**config.mk**
```make
export PLATFORM = sky130hd
export DESIGN_NAME = uart_rx_fifo_ext
export DESIGN_NICKNAME = d
export VERILOG_FILES = /design/src/rtl/uart_rx_fifo_ext.sv
export SDC_FILE = /design/constraint.sdc
export NUM_CORES = 1
export LEC_CHECK = 0
export ABC_AREA = 1
export BUFFER_PORTS_ARGS = -buffer_cell sky130_fd_sc_hd__buf_2
export CORE_ASPECT_RATIO = 0.75
export CORE_MARGIN = 2
export CORE_UTILIZATION = 25
export DETAILED_ROUTE_END_ITERATION = 8
export HOLD_SLACK_MARGIN = 0.1
export PLACE_DENSITY = 0.42
export SLEW_MARGIN = 20
export SYNTH_ARGS = -nofsm -noshare
export SYNTH_HDL_FRONTEND = slang
export SYNTH_SLANG_ARGS = --single-unit
export TNS_END_PERCENT = 100
```
**constraint.sdc**
```tcl
create_clock -name clk -period 2.75 [get_ports clk]
set_input_delay 0.275 -clock clk [delete_from_list [all_inputs] [get_ports clk]]
set_output_delay 0.275 -clock clk [all_outputs]
set_load 0.005 [all_outputs]
```
**src/rtl/uart_rx_fifo_ext.sv**
```systemverilog
// uart_rx_fifo_ext: receive FIFO for the APB UART.
// Stores each received character together with its {break, framing, parity}
// tag, presents the head entry first-word fall-through, and reports trigger,
// sticky overrun, error-pending and (optionally) character-timeout status.
// Optional feature macro: UART_RX_FIFO_TIMEOUT_EN builds the idle-timeout
// counter; without it fifo_rx_timeout_o is tied low.
module uart_rx_fifo_ext #(
    parameter int DATA_W    = 8,
    parameter int DEPTH     = 16,
    parameter int TIMEOUT_W = 16,
    localparam int PTR_W    = $clog2(DEPTH)
) (
    input  logic                 clk,
    input  logic                 reset_n,
    input  logic                 fifo_rx_reset_i,
    input  logic [DATA_W-1:0]    fifo_rx_i,
    input  logic [2:0]           fifo_rx_err_i,
    input  logic                 fifo_rx_push_i,
    input  logic                 fifo_rx_pop_i,
    input  logic [PTR_W:0]       fifo_rx_trig_level_i,
    input  logic [TIMEOUT_W-1:0] fifo_rx_timeout_cycles_i,
    input  logic                 fifo_rx_overrun_clr_i,
    output logic [DATA_W-1:0]    fifo_rx_o,
    output logic [2:0]           fifo_rx_err_o,
    output logic [PTR_W:0]       fifo_rx_count_o,
    output logic                 fifo_rx_empty_o,
    output logic                 fifo_rx_full_o,
    output logic                 fifo_rx_triggered_o,
    output logic                 fifo_rx_overrun_o,
    output logic                 fifo_rx_err_pending_o,
    output logic                 fifo_rx_timeout_o
);

    localparam int ENT_W = DATA_W + 3;
    localparam logic [PTR_W:0]   ZERO_C  = (PTR_W+1)'(0);
    localparam logic [PTR_W:0]   ONE_C   = (PTR_W+1)'(1);
    localparam logic [PTR_W:0]   DEPTH_C = (PTR_W+1)'(DEPTH);
    localparam logic [PTR_W-1:0] PINC_C  = PTR_W'(1);

    // A stored tag counts as an error when any of its three bits is set.
    function automatic logic tag_nonzero(input logic [2:0] tag);
        return |tag;
    endfunction

    logic [ENT_W-1:0] mem_r [DEPTH];
    logic [PTR_W-1:0] rd_ptr_r;
    logic [PTR_W-1:0] wr_ptr_r;
    logic [PTR_W:0]   count_r;
    logic [PTR_W:0]   errcnt_r;
    logic             overrun_r;

    logic             empty_s;
    logic             full_s;
    logic             push_acc_s;
    logic             pop_acc_s;
    logic             drop_s;
    logic             err_in_s;
    logic             err_out_s;
    logic [ENT_W-1:0] head_s;
    logic [PTR_W:0]   trig_eff_s;

    // Handshake decode: a full FIFO still accepts a push when a pop frees the slot.
    always_comb begin
        empty_s    = (count_r == ZERO_C);
        full_s     = (count_r == DEPTH_C);
        head_s     = mem_r[rd_ptr_r];
        push_acc_s = fifo_rx_push_i & (~full_s | fifo_rx_pop_i);
        pop_acc_s  = fifo_rx_pop_i & ~empty_s;
        drop_s     = fifo_rx_push_i & full_s & ~fifo_rx_pop_i;
        err_in_s   = push_acc_s & tag_nonzero(fifo_rx_err_i);
        err_out_s  = pop_acc_s & tag_nonzero(head_s[DATA_W +: 3]);
        if (fifo_rx_trig_level_i == ZERO_C) begin
            trig_eff_s = ONE_C;
        end else begin
            trig_eff_s = fifo_rx_trig_level_i;
        end
    end

    // Entry storage is deliberately not reset; pointers make stale data unreachable.
    always_ff @(posedge clk) begin
        if (reset_n && !fifo_rx_reset_i && push_acc_s) begin
            mem_r[wr_ptr_r] <= {fifo_rx_err_i, fifo_rx_i};
        end
    end

    // Pointer, occupancy and error-count bookkeeping; flush overrides any transfer.
    always_ff @(posedge clk or negedge reset_n) begin
        if (!reset_n) begin
            rd_ptr_r <= PTR_W'(0);
            wr_ptr_r <= PTR_W'(0);
            count_r  <= ZERO_C;
            errcnt_r <= ZERO_C;
        end else if (fifo_rx_reset_i) begin
            rd_ptr_r <= PTR_W'(0);
            wr_ptr_r <= PTR_W'(0);
            count_r  <= ZERO_C;
            errcnt_r <= ZERO_C;
        end else begin
            if (push_acc_s) begin
                wr_ptr_r <= wr_ptr_r + PINC_C;
            end
            if (pop_acc_s) begin
                rd_ptr_r <= rd_ptr_r + PINC_C;
            end
            case ({push_acc_s, pop_acc_s})
                2'b10:   count_r <= count_r + ONE_C;
                2'b01:   count_r <= count_r - ONE_C;
                default: count_r <= count_r;
            endcase
            case ({err_in_s, err_out_s})
                2'b10:   errcnt_r <= errcnt_r + ONE_C;
                2'b01:   errcnt_r <= errcnt_r - ONE_C;
                default: errcnt_r <= errcnt_r;
            endcase
        end
    end

    // Sticky overrun: a dropped push beats a same-cycle clear.
    always_ff @(posedge clk or negedge reset_n) begin
        if (!reset_n) begin
            overrun_r <= 1'b0;
        end else if (fifo_rx_reset_i) begin
            overrun_r <= 1'b0;
        end else if (drop_s) begin
            overrun_r <= 1'b1;
        end else if (fifo_rx_overrun_clr_i) begin
            overrun_r <= 1'b0;
        end
    end

`ifdef UART_RX_FIFO_TIMEOUT_EN
    logic [TIMEOUT_W-1:0] tcnt_r;

    // Idle-cycle counter: restarts on any transfer or while empty, saturates at all-ones.
    always_ff @(posedge clk or negedge reset_n) begin
        if (!reset_n) begin
            tcnt_r <= TIMEOUT_W'(0);
        end else if (fifo_rx_reset_i || push_acc_s || pop_acc_s || empty_s) begin
            tcnt_r <= TIMEOUT_W'(0);
        end else if (tcnt_r != {TIMEOUT_W{1'b1}}) begin
            tcnt_r <= tcnt_r + TIMEOUT_W'(1);
        end
    end

    assign fifo_rx_timeout_o = ~empty_s & (fifo_rx_timeout_cycles_i != TIMEOUT_W'(0))
                               & (tcnt_r >= fifo_rx_timeout_cycles_i);
`else
    logic unused_timeout_s;
    assign unused_timeout_s  = ^fifo_rx_timeout_cycles_i;
    assign fifo_rx_timeout_o = 1'b0;
`endif

    assign fifo_rx_o             = head_s[DATA_W-1:0];
    assign fifo_rx_err_o         = head_s[DATA_W +: 3];
    assign fifo_rx_count_o       = count_r;
    assign fifo_rx_empty_o       = empty_s;
    assign fifo_rx_full_o        = full_s;
    assign fifo_rx_triggered_o   = (count_r >= trig_eff_s);
    assign fifo_rx_overrun_o     = overrun_r;
    assign fifo_rx_err_pending_o = (errcnt_r != ZERO_C);

endmodule

```
==> results.yml, run 1 <==
sta:
  hold_viol_final: 0
  finalSetupTns_ns: 0
  finalSetupViolCount: 0
  fin_crit_sh_pct: 95.1
  drv_slew: 0
  clock_skew_ns: 0.0115
  period_needed_ns: 2.62
  fmax_ghz: 0.382
  whs_ns: 0.123
  rsz0062_at_grt: "no"
yosys:
  synth_area_per_cell_sq_um: 11.9
  ys.warnings.count: 0
  seq_area_frac_synth_pct: 68.1
  synth_top_cell_area_share_pct: 62.4
  synth_nets: 769
  synth_seq_cells: 195
  synth_enable_flop_cells: 176
  synthCells: 713
  synth_area_leaders: "edfxtp_1, dfrtp_1, nor2_1, o21ai_0, nand2_1"
  synthDistinctLibCells: 37
  synth_area_sq_um: 8460
  synth_top_flop_cell: "edfxtp_1"
  yosysTopAreaCell: "edfxtp_1"
  async_flop_share_pct: 9.74
power:
  p_per_area_nw_per_um2: 809
  power.leakage_nw: 3.77
  peakVddDrop_mv: 0.483
drt:
  ant_nets: 0
  wl_per_cell_um: 17.9
  wirelength_um: 22500
  viasPerCell: 4.39
  drtIter0Drc: 485
  dr.pass1.iters: 5
  vias: 5508
  drcViolationCount: 0
cts:
  cts_htree_levels: 4
  numCtsBuffers: 17
  clockBufferDepth: 2
  clock_latency_ns: 0.46
  cts_root_buf: "clkbuf_16"
  cts_tree: "done"
  clkTransAtPathRegs_ns: 0.08
  clkSinkCount: 195
die:
  dieArea_sq_um: 35400
  core_sq_um: 33500
  die_h_um: 163
  start_util_pct: 25.3
  fp-row-count: 58
  io_pins: 60
  fp.dieW_um: 216
flow_run:
  drv_cap: 0
grt:
  grt_antenna_before_repair: 0
  grt_pass1_wl_um: 33800
  grt_pass1_vias: 5366
  grt-ovfl-total: 0
  track_usage_pct: 13.1
  grt_max_degree: 54
worst_setup_path:
  cp_max_fo: 40
  r2r_setup_slack_ns: 0.23
  worstPathArrival_ns: 2.34
  worst_setup_path_end_kind: "output port"
  criticalPathCategory: "register to output port"
  cp.required_ns: 2.48
  worst_setup_path_start_kind: "register"
placed_design:
  routabilityCongestion: 0.760
  post_dp_cell_area_sq_um: 9450
  dp_hpwl_um: 14000
  io_buffers: 42
hold_path:
  min_path_type: "input pin to register"
finish:
  layout-area-overhead-vs-synth_pct: 19.7
  n_antenna_cell: 0
  most-common-layout-cells: "edfxtp_1, nor2_1, nand2_1, o21ai_0, inv_1"
  final_common_cell: "edfxtp_1"
  drive_gt1_share_pct: 20.0
  finalNetCount: 850
  final_area_sq_um: 10100
status:
  status: "finished clean"
[repair_timing]
action / CTS / global route
buffers inserted: 0 / 5
hold buffers: 3 / 0
setup endpoints to repair: 0 / 3
gates resized for setup: 0 / 9
endpoints found under the hold margin: 20 / 0
[cells in the mapped netlist (3+ instances only)]
master	number
edfxtp_1	176
nor2_1	104
nand2_1	81
o21ai_0	71
inv_1	54
nand3_1	43
o221ai_1	25
clkbuf_1	23
dfrtp_1	19
ha_1	16
o22ai_1	11
a21oi_1	10
inv_2	9
buf_2	8
o211ai_1	8
nand2_2	6
nor3_1	5
o21ai_1	5
xor2_1	5
buf_6	4
nand2_4	3
o21ai_2	3
o21bai_1	3
[stage by stage]
step | instances | setup slack (ns) | utilization, % | power, W
3_3_place_gp | 1216 | 0.163 | 28.3 | 0.00575
5_1_grt | 1256 | 0.00922 | 30.3 | 0.00869
2_1_floorplan | 713 | 0.468 | - | 0.00494
6_report | 1256 | 0.134 | 30.3 | 0.00820
3_5_place_dp | 1216 | 0.166 | 28.3 | 0.00574
4_1_cts | 1250 | 0.0594 | 30.1 | 0.00822
[metal layers]
metal / track usage [%] / up-vias / wire, um
met4: 5.23 / 0 / 446
met5: 0 / - / 0
li1: - / 2701 / -
met3: 2.22 / 26 / 591
met1: 19.3 / 2706 / 11900
met2: 19.0 / 75 / 9590
[kinds of logic (layout without fill, tap and decap cells)]
| kind of cell | count (synthesis) | count (layout) | share of synthesized area [%] |
|---|---|---|---|
| and+or+nand+nor | 249 | 249 | 12.8 |
| DFF | 195 | 195 | 68.1 |
| buffers and inverters | 100 | 193 | 5.09 |
| xor gates and xnor gates | 6 | 6 | 0.621 |
| AOI/OAI and AO/OA | 144 | 144 | 10.5 |
| adders and majority gates | 18 | 18 | 2.84 |
| other | 1 | 1 | 0.0443 |
[power by group]
| group | switching [W] | internal (W) | leakage (nW) |
|---|---|---|---|
| combinational | 0.00146 | 0.000878 | 1.65 |
| sequential | 0.0000851 | 0.00332 | 1.83 |
| clock | 0.00119 | 0.00127 | 0.278 |
| total | 0.00273 | 0.00547 | 3.77 |
[final cells by class]
type	count	area (sq um)
fill	3439	23300
inverter	63	241
sequential	195	5760
clock buffer	17	425
multi-input combinational	418	2280
tap	450	563
timing repair buffer	99	713
clock inverter	14	144
[worst paths after layout]
path / start / to / cells past startpoint
setup / recovery: rd_ptr_r[0] / fifo_rx_o[7] / 7
hold / removal: fifo_rx_err_i[0] / mem_r[9][8] / 1
setup reg to reg: rd_ptr_r[0] / errcnt_r[4] / 18
hold reg to reg: wr_ptr_r[3] / wr_ptr_r[3] / 1
max in group asynchronous: reset_n / rd_ptr_r[1] / 3
min in group asynchronous: reset_n / fifo_rx_overrun_o / 3
[sequential cells by signal (all words and copies together) (netlist names)]
| register | flops |
|---|---|
| errcnt_r | 5 |
| fifo_rx_count_o | 5 |
| fifo_rx_overrun_o | 1 |
| mem_r | 176 |
| rd_ptr_r | 4 |
| wr_ptr_r | 4 |
[worst max-delay path: stages, from the launching register on]
cell and delay, ns:
dfrtp_2 0.43, buf_12 0.20, buf_4 0.40, o21ai_0 0.16, o221ai_1 0.21, nand3_1 0.17, nand2_1 0.16, buf_2 0.14
(Power assumes the default switching activity.)
==> run 2: changes to the inputs <==
Settings changed: CTS_BUF_LIST set to sky130_fd_sc_hd__clkbuf_2 sky130_fd_sc_hd__clkbuf_4 sky130_fd_sc_hd__clkbuf_8.
==> run 2 against run 1 <==
Compared with the run above:
- cell count did not move
- sequential share of layout area up 0.92 points
- global-route usage down 0.056 points
- wire length up 0.96%
- flip-flop and latch count unchanged
- clock power is 25% lower
- critical path depth is 1 higher
- cell area shrank 1.6%
- largest cell class unchanged
- largest power group unchanged
==> results.yml, run 2 (synthesized netlist as in run 1, its figures left out) <==
status:
  status: "finished clean"
finish:
  multi_input_area_sq_um: 2280
  n_antenna_cell: 0
  instances_no_fill: 1256
  layout-area-overhead-vs-synth_pct: 17.8
  regMostFlops: "mem_r"
  drive_gt1_share_pct: 19.6
  most-common-layout-cells: "edfxtp_1, nor2_1, nand2_1, o21ai_0, inv_1"
  finalNetCount: 850
  final_common_cell: "edfxtp_1"
  regArea_sq_um: 5760
  largest_reg_flops: 176
  fillCellCount: 3453
grt:
  grt-ovfl-total: 0
  grt_antenna_before_repair: 0
  track_usage_pct: 13.0
  grt_max_degree: 93
  grt_pass1_vias: 5312
  grt_pass1_wl_um: 33700
cts:
  cts_tree: "done"
  cts_root_buf: "clkbuf_8"
  numCtsBuffers: 17
  clockBufferDepth: 2
  clock_latency_ns: 0.49
  cts_htree_levels: 4
  clkSinkCount: 195
  clkTransAtPathRegs_ns: 0.11
placed_design:
  routabilityCongestion: 0.760
  pre_cts_slack_ns: 0.166
  io_buffers: 42
  dp_hpwl_um: 14000
  dp_cells: 1216
drt:
  drtIter0Drc: 458
  drcViolationCount: 0
  wirelength_um: 22700
  wl_per_cell_um: 18.1
  viasPerCell: 4.37
  vias: 5488
  dr.pass1.iters: 4
  ant_nets: 0
sta:
  finalSetupViolCount: 0
  drv_slew: 0
  clock_skew_ns: 0.0181
  finalWorstSetupSlack_ns: 0.150
  whs_ns: 0.161
  fin_crit_sh_pct: 94.5
  fmax_ghz: 0.385
  finalSetupTns_ns: 0
  hold_viol_final: 0
  period_needed_ns: 2.60
worst_setup_path:
  r2r_setup_slack_ns: 0.19
  worstPathArrival_ns: 2.32
  cp.required_ns: 2.48
  max_stage_delay_ns: 0.45
  worst_setup_path_start_kind: "register"
  reg2reg_depth: 19
  cp_max_fo: 20
  r2r-start: "rd_ptr_r[0]"
  path_common_cell: "buf_4"
  worst_setup_path_end_kind: "output port"
  criticalPathCategory: "register to output port"
  cp_slowest_cell: "dfrtp_1"
  r2r_end: "errcnt_r[4]"
  crit_chain: "inv_2 > buf_4 > buf_4 > o21ai_0 > o221ai_1 > nand3_1 > nand2_1 > buf_2"
power:
  peakVddDrop_mv: 0.299
  p_int_w: 0.00495
  swShare_pct: 35.0
  comb_power_share_pct: 31.1
  pwr-share-seq_pct: 44.6
  power_frac_clock_pct: 24.3
  p_per_area_nw_per_um2: 764
  p_sw_w: 0.00267
  power.leakage_nw: 3.69
  power_w: 0.00762
die:
  fp.dieW_um: 216
  dieArea_sq_um: 35400
  start_util_pct: 25.3
  core_sq_um: 33500
  io_pins: 60
  die_h_um: 163
  fp-row-count: 58
hold_path:
  min_path_type: "input pin to register"
  hp-start: "fifo_rx_i[6]"
  holdPathStages: 1
  whs_endpoint: "mem_r[2][6]"
flow_run:
  drv_cap: 0
## run 2: cell count changes in the layout (fill, tap and decap cells not counted), sizes merged
cell,delta
clkbuf,+1
dlygate4sd3,+2
buf,-3
## run 2: per-stage QoR
step,util [%],cell area (sq um)
2_1_floorplan,-,8460
3_3_place_gp,28.3,9450
3_5_place_dp,28.3,9450
4_1_cts,29.5,9870
5_1_grt,29.8,9970
6_report,29.8,9970
## run 2: how the worst max path moves through the flow
stage                     start      endpoint  cells after the start
finish              rd_ptr_r[1]  fifo_rx_o[7]                      8
global route        rd_ptr_r[0]   errcnt_r[4]                     19
CTS                 rd_ptr_r[0]  fifo_rx_o[7]                      7
detailed placement  rd_ptr_r[0]   errcnt_r[4]                     18
global placement    rd_ptr_r[0]   errcnt_r[4]                     18
floorplan           rd_ptr_r[0]   errcnt_r[4]                     18
## run 2: area by class of cell
class | count | area share (%)
Timing Repair Buffer | 99 | 7.45
Clock inverter | 14 | 1.44
Multi-Input combinational cell | 418 | 22.9
Tap cell | 450 | 5.65
Clock buffer | 17 | 2.35
Inverter | 63 | 2.42
Sequential cell | 195 | 57.8
## run 2: metal layers
| metal | part of all wire [%] | global-route usage (%) |
|---|---|---|
| met5 | 0 | 0 |
| met1 | 51 | 19.4 |
| met2 | 43 | 18.8 |
| met4 | 1.1 | 4.30 |
| met3 | 4.8 | 2.68 |
## run 2: what timing repair did
item,in CTS,in global routing
pin swaps,0,2
resized for setup,0,8
hold endpoints to repair,25,0
gates cloned,0,2
hold buffers,5,0
setup buffers,0,3
setup endpoints to repair,1,8
## run 2: power groups by stage
| stage | clock, W | combinational, W | sequential, W |
|---|---|---|---|
| floorplan | 0 | 0.00149 | 0.00344 |
| global placement | 0 | 0.00228 | 0.00347 |
| detailed placement | 0 | 0.00227 | 0.00346 |
| CTS | 0.00192 | 0.00227 | 0.00340 |
| global route | 0.00204 | 0.00267 | 0.00342 |
| finish | 0.00185 | 0.00237 | 0.00340 |
## run 2: worst max-delay path: cells and delay by family (launching register included)
family	cells	cell delay (ns)
compound gates	2	0.35
buf+inv	4	0.69
flops	1	0.45
simple gates	2	0.34
